===== src/rtl/hazard_fwd_pkg.sv =====
// Shared types and constants for the decode-stage hazard and forwarding control.
// Tag entries mirror the destination/latency of each in-flight producer.
package hazard_fwd_pkg;

  localparam int TW = 2;
  localparam int SW = 3;

  localparam logic [SW-1:0] FWD_SEL_RF = '0;

  typedef enum int {
    STG_E = 0,
    STG_M = 1,
    STG_W = 2
  } stg_e;

  typedef struct packed {
    logic          valid;
    logic [4:0]    dst;
    logic [TW-1:0] tnew;
  } tag_t;

  function automatic logic [TW-1:0] tnew_dec(
    input logic [TW-1:0] t
  );
    return (t == '0) ? t : t - 1'b1;
  endfunction

endpackage


===== src/rtl/fwd_port_sel.sv =====
// One decode read port: find the youngest producer of the source register
// and choose between forwarding, register file, or a stall.
module fwd_port_sel
  import hazard_fwd_pkg::*;
#(
  parameter int NUM_STG = 3,
  parameter int DW      = 32
) (
  input  logic [4:0]           addr,
  input  logic [TW-1:0]        tuse,
  input  tag_t [NUM_STG-1:0]   tags,
  input  logic [DW-1:0]        rf_rdata,
  input  logic [NUM_STG*DW-1:0] stg_data,
  output logic [SW-1:0]        sel,
  output logic [DW-1:0]        data,
  output logic                 stall
);

  logic hit;

  // Lowest index wins, so older producers of the same register are ignored.
  always_comb begin
    hit   = 1'b0;
    sel   = FWD_SEL_RF;
    data  = rf_rdata;
    stall = 1'b0;
    if (addr != 5'd0) begin
      for (int k = 0; k < NUM_STG; k++) begin
        if (!hit && tags[k].valid && tags[k].dst == addr) begin
          hit = 1'b1;
          if (tags[k].tnew == '0) begin
            sel  = SW'(k + 1);
            data = stg_data[k*DW +: DW];
          end else if (tags[k].tnew > tuse) begin
            stall = 1'b1;
          end
        end
      end
    end
  end

endmodule


===== src/rtl/hazard_fwd_ctrl.sv =====
// Hazard detection and operand forwarding for the decode stage.
// Define HAZARD_FWD_MD_BUSY_EN to build the mult/div busy counter.
module hazard_fwd_ctrl
  import hazard_fwd_pkg::*;
#(
  parameter int NUM_RP   = 2,
  parameter int NUM_STG  = 3,
  parameter int DW       = 32,
  parameter int MULT_CYC = 5,
  parameter int DIV_CYC  = 10
) (
  input  logic                   clk,
  input  logic                   reset,
  input  logic                   flush,
  input  logic                   id_valid,
  input  logic [NUM_RP*5-1:0]    id_src_addr,
  input  logic [NUM_RP*TW-1:0]   id_src_tuse,
  input  logic [4:0]             id_dst_addr,
  input  logic [TW-1:0]          id_tnew,
  input  logic                   id_is_md,
  input  logic                   md_start,
  input  logic                   md_is_div,
  input  logic [NUM_RP*DW-1:0]   rf_rdata,
  input  logic [NUM_STG*DW-1:0]  stg_data,
  output logic [NUM_RP*SW-1:0]   fwd_sel,
  output logic [NUM_RP*DW-1:0]   fwd_data,
  output logic                   stall,
  output logic                   md_busy
);

  tag_t [NUM_STG-1:0] tags;
  logic [NUM_RP-1:0]  port_stall;
  logic               md_stall;
  logic               load;

  assign stall = (|port_stall) || md_stall;
  assign load  = id_valid && !stall && (id_dst_addr != 5'd0);

  always_ff @(posedge clk or posedge reset) begin
    if (reset) begin
      tags <= '0;
    end else if (flush) begin
      tags <= '0;
    end else begin
      tags[STG_E] <= load ? tag_t'{1'b1, id_dst_addr, id_tnew} : '0;
      for (int k = 1; k < NUM_STG; k++) begin
        tags[k] <= tag_t'{tags[k-1].valid, tags[k-1].dst,
                          tnew_dec(tags[k-1].tnew)};
      end
    end
  end

  for (genvar p = 0; p < NUM_RP; p++) begin : g_port
    fwd_port_sel #(
      .NUM_STG(NUM_STG),
      .DW     (DW)
    ) u_sel (
      .addr    (id_src_addr[p*5 +: 5]),
      .tuse    (id_src_tuse[p*TW +: TW]),
      .tags    (tags),
      .rf_rdata(rf_rdata[p*DW +: DW]),
      .stg_data(stg_data),
      .sel     (fwd_sel[p*SW +: SW]),
      .data    (fwd_data[p*DW +: DW]),
      .stall   (port_stall[p])
    );
  end

`ifdef HAZARD_FWD_MD_BUSY_EN
  localparam int MAXC = (DIV_CYC > MULT_CYC) ? DIV_CYC : MULT_CYC;
  localparam int CW   = $clog2(MAXC + 1);

  logic [CW-1:0] md_cnt;

  // A start while the unit is still counting is dropped, not queued.
  always_ff @(posedge clk or posedge reset) begin
    if (reset) begin
      md_cnt <= '0;
    end else if (md_cnt != '0) begin
      md_cnt <= md_cnt - 1'b1;
    end else if (md_start) begin
      md_cnt <= md_is_div ? CW'(DIV_CYC) : CW'(MULT_CYC);
    end
  end

  assign md_busy  = (md_cnt != '0) || md_start;
  assign md_stall = id_is_md && md_busy;
`else
  localparam int MD_CYC_UNUSED = MULT_CYC + DIV_CYC;
  logic md_in_unused;

  assign md_in_unused = id_is_md ^ md_start ^ md_is_div;
  assign md_busy      = 1'b0;
  assign md_stall     = 1'b0;
`endif

endmodule


===== config.mk =====
export PLATFORM = sky130hd
export DESIGN_NAME = hazard_fwd_ctrl
export DESIGN_NICKNAME = d
export VERILOG_FILES = /design/src/rtl/hazard_fwd_pkg.sv /design/src/rtl/fwd_port_sel.sv /design/src/rtl/hazard_fwd_ctrl.sv
export SDC_FILE = /design/constraint.sdc
export NUM_CORES = 1
export LEC_CHECK = 0
export CORE_ASPECT_RATIO = 1.5
export CORE_MARGIN = 2
export CORE_UTILIZATION = 36
export CTS_CLUSTER_DIAMETER = 60
export CTS_CLUSTER_SIZE = 14
export DETAILED_ROUTE_END_ITERATION = 16
export PLACE_DENSITY = 0.79
export SETUP_SLACK_MARGIN = 0.02
export SLEW_MARGIN = 20
export SYNTH_ARGS = -nofsm -noshare
export SYNTH_HDL_FRONTEND = slang
export SYNTH_SLANG_ARGS = --single-unit

===== constraint.sdc =====
create_clock -name clk -period 2.2 [get_ports clk]
set_input_delay 0.22 -clock clk [delete_from_list [all_inputs] [get_ports clk]]
set_output_delay 0.22 -clock clk [all_outputs]
set_load 0.05 [all_outputs]

==> key figures <==
Place
  • DP HPWL: 20240 um
  • Pre-CTS WS: -681.0 ps
  • PortBufs: around 250
  • Placed cell areas: around 9500 um2
  • Placer Congestion: 0.9191

Synthesis
  • Synth cell types: 58
  • Top FF cell, synth: dfrtp_1
  • Seq/Total Area, Yosys: 13.08%
  • Yosys top cell area share: 13.08%
  • Asr flop ratio synth: 100.0%
  • Post-synth EDFFs: 0
  • Ys Warns: 0
  • Top cells by area, synth: dfrtp_1, a21oi_1, nand2_1, mux2i_1, a31oi_1
  • Syn Inst Count: between 600 and 700
  • Largest area contributor in the netlist: dfrtp_1
  • Syn Area/Cell: 7.099 um2
  • Yosys reg bits: 24
  • Cell Area, Synth: 4593 um2

Timing
  • Slew @ Worst Pin: 528.3 ps
  • Setup Skew: 7.866 ps
  • Final Slew Violations: 0
  • Worst rel slew slack: between 60% and 70%
  • RSZ-0062 raised after global routing: yes
  • Final Hold Fails: 0
  • Fin crit share: 139.1%
  • Setup violators final: a little under 80
  • Tmin final: 3060 ps
  • FMAX: 0.3268 GHz
  • Hold_ws: roughly 320 ps
  • Worst setup margin: -860.1 ps

Setup path
  • Setup crit start kind: register
  • Reg2reg end: tags[1]
  • CP max FO: 5
  • Setup crit end: fwd_data[41]
  • WP data required: 1980 ps
  • R2R Path Start: tags[13]
  • Setup crit start: tags[13]
  • Kind of critical path: register to primary output
  • Worst setup EP type: primary output
  • Critical Path AT: 2840 ps
  • FF-to-FF path depth: 10
  • Setup slack on the worst flop-to-flop path: -300 ps

Routing
  • Detailed Routing Iterations Pass 1: 6
  • Total Wirelength: between 30000 and 40000 um
  • Detailed router's first-iteration violation count: 706
  • DRC errors left: 0
  • Routed len/inst: 29.33 um
  • Antenna viol nets, final: 0
  • Vias per cell: 6.933
  • Via count: between 7000 and 8000

Clock network
  • Clock transition at the registers of the reported paths: 70 ps
  • CTS tree: yes
  • CTS Buffer Depth: 2
  • Htree depth: 1
  • Clock sink count: 24
  • Hold_buf cts: 0
  • Root Driver: clkbuf_16
  • Worst-Skew Late Latency: about 260 ps
  • CTS buffer count: 3

Layout
  • Regs by FF count: tags (24)
  • Final core utilization: 88.27%
  • Ratio of cells with drive above 1 in the final layout: 42.84%
  • Largest register by flop count: tags
  • Final instance area: 10990 um2
  • Synth-to-Final Area Change: 139.3%
  • Total Nets Final: between 1000 and 1500
  • Largest register FFs: 24

Power and ir drop
  • Pleak: 4.466 nW
  • VDD IR max: between 0.4 and 0.5 mV
  • Pwr Total: around 2.9 mW
  • Pwr per Cell Area: 259.5 nW/um2

Min path
  • Hold crit path type: input port to asynchronous set/reset pin

Status
  • Status: finished, violations left
  • Failing checks: negative setup slack

Run
  • Max cap viols: 0

GRT
  • Via count of the first global-routing pass: 7820
  • Grt ovf: 0
  • GR Util All Layers: about two fifths
  • Global-route wire length before repair: 43210 um
  • Initial antenna violation count: 1
  • Largest net degree at the start of global routing: 31

Die
  • DIE WIDTH: 96.23 um
  • Die Y: 142.3 um
  • Core ar.: 12450 um2
  • Boundary Pins: 260
  • Die area: 13700 um2
  • Initial core utilization: a little under two fifths
  • Rows: 50
-- synthesized netlist by cell type, drive strengths merged, types with 16 or more instances --
cell and n:
a21oi 89, a31oi 41, and3 22, buf 22, clkbuf 41, dfrtp 24
inv 16, mux2 21, mux2i 27, nand2 76, nand3 27, nor2 35
o21ai 30, xor2 18
-- critical path: stages (launching register included) --
cell     delay (ps)
dfrtp_2         440
xor2_2          210
nor4_4          340
buf_6           180
buf_6           120
nand3_4         180
buf_6           220
buf_16          140
a21oi_2         240
a211o_1         260
a21oi_4         100
buf_12          160
-- cells by family after synthesis --
family	synth area share [%]
other	0.08164
AOI/OAI and AO/OA	37.21
buffers and inverters	7.627
and+or+nand+nor	21.98
DFF	13.08
adders and majority gates	3.269
xor gates and xnor gates	5.720
muxes	11.03
-- worst min path at each step --
stage	start	end	slack, ps	depth (start not counted)
after floorplan	reset	tags[0]	230	1
after global placement	tags[8]	tags[16]	500	1
after detailed placement	tags[8]	tags[16]	540	1
after CTS	reset	tags[21]	340	3
after global routing	reset	tags[4]	370	3
final	reset	tags[15]	320	3
-- report_power, final --
part | internal (mW) | total, mW | switching (mW)
registers | 0.454 | 0.470 | 0.0158
clock network | 0.362 | 0.525 | 0.163
logic | 0.936 | 1.86 | 0.922
-- repair_timing --
| item | CTS | global route |
|---|---|---|
| setup buffers | 21 | 10 |
| pin swaps | 33 | 36 |
| resized for setup | 122 | 79 |
| endpoints found under the hold margin | 0 | 0 |
| setup endpoints to repair | 77 | 77 |
| cloned | 10 | 3 |
-- cell usage in the layout, fill, tap and decap left out, types with 9 or more instances in the layout --
master           synthesis  layout
buf_16                   0       9
dlygate4sd2_1            0       9
ha_1                    12      12
nor2b_1                 12      12
a211o_1                  9       9
nand2_4                  1       9
a31oi_1                 41      40
o41ai_4                  0      15
a22o_4                   0      15
dfrtp_1                 24      17
clkdlybuf4s50_1          0     175
nand2_2                  0       9
a21oi_1                 88      67
nand2_1                 75      55
a21oi_4                  1      15
o2bb2a_4                 0      15
xor2_1                  18      12
buf_4                    5      80
o21ai_4                  0      16
and3_1                  22      16
inv_1                   16      16
nor2_1                  35      31
mux2_2                  21      17
buf_12                   0      84
nand3_1                 27      23
buf_6                    2      28
mux2i_1                 27      12
-- metal layers --
metal,share of wire (%),vias to the layer above,routed length [um],GRT usage [%]
met3,9.9,293,3282,7.415
met4,11,0,3514,30.53
met1,31,3691,10230,42.63
li1,-,3108,-,-
met5,0,-,0,0
met2,49,777,16270,73.28
-- cell type report --
class,instances,area [um2]
Tap cell,156,195.2
Sequential cell,24,609.3
Antenna cell,1,2.502
Fill cell,554,1460
Clock inverter,1,30.03
Inverter,16,60.06
Timing Repair Buffer,388,4751
Clock buffer,3,75.07
Multi-Input combinational cell,546,5266
-- through the flow --
step	TNS, ps	cells
floorplan	-6807	649
global placement	-44240	1089
detailed placement	-47060	1089
CTS	-39510	1124
global route	-47470	1135
finish	-44430	1135
Power figures use the tool's default switching activity.
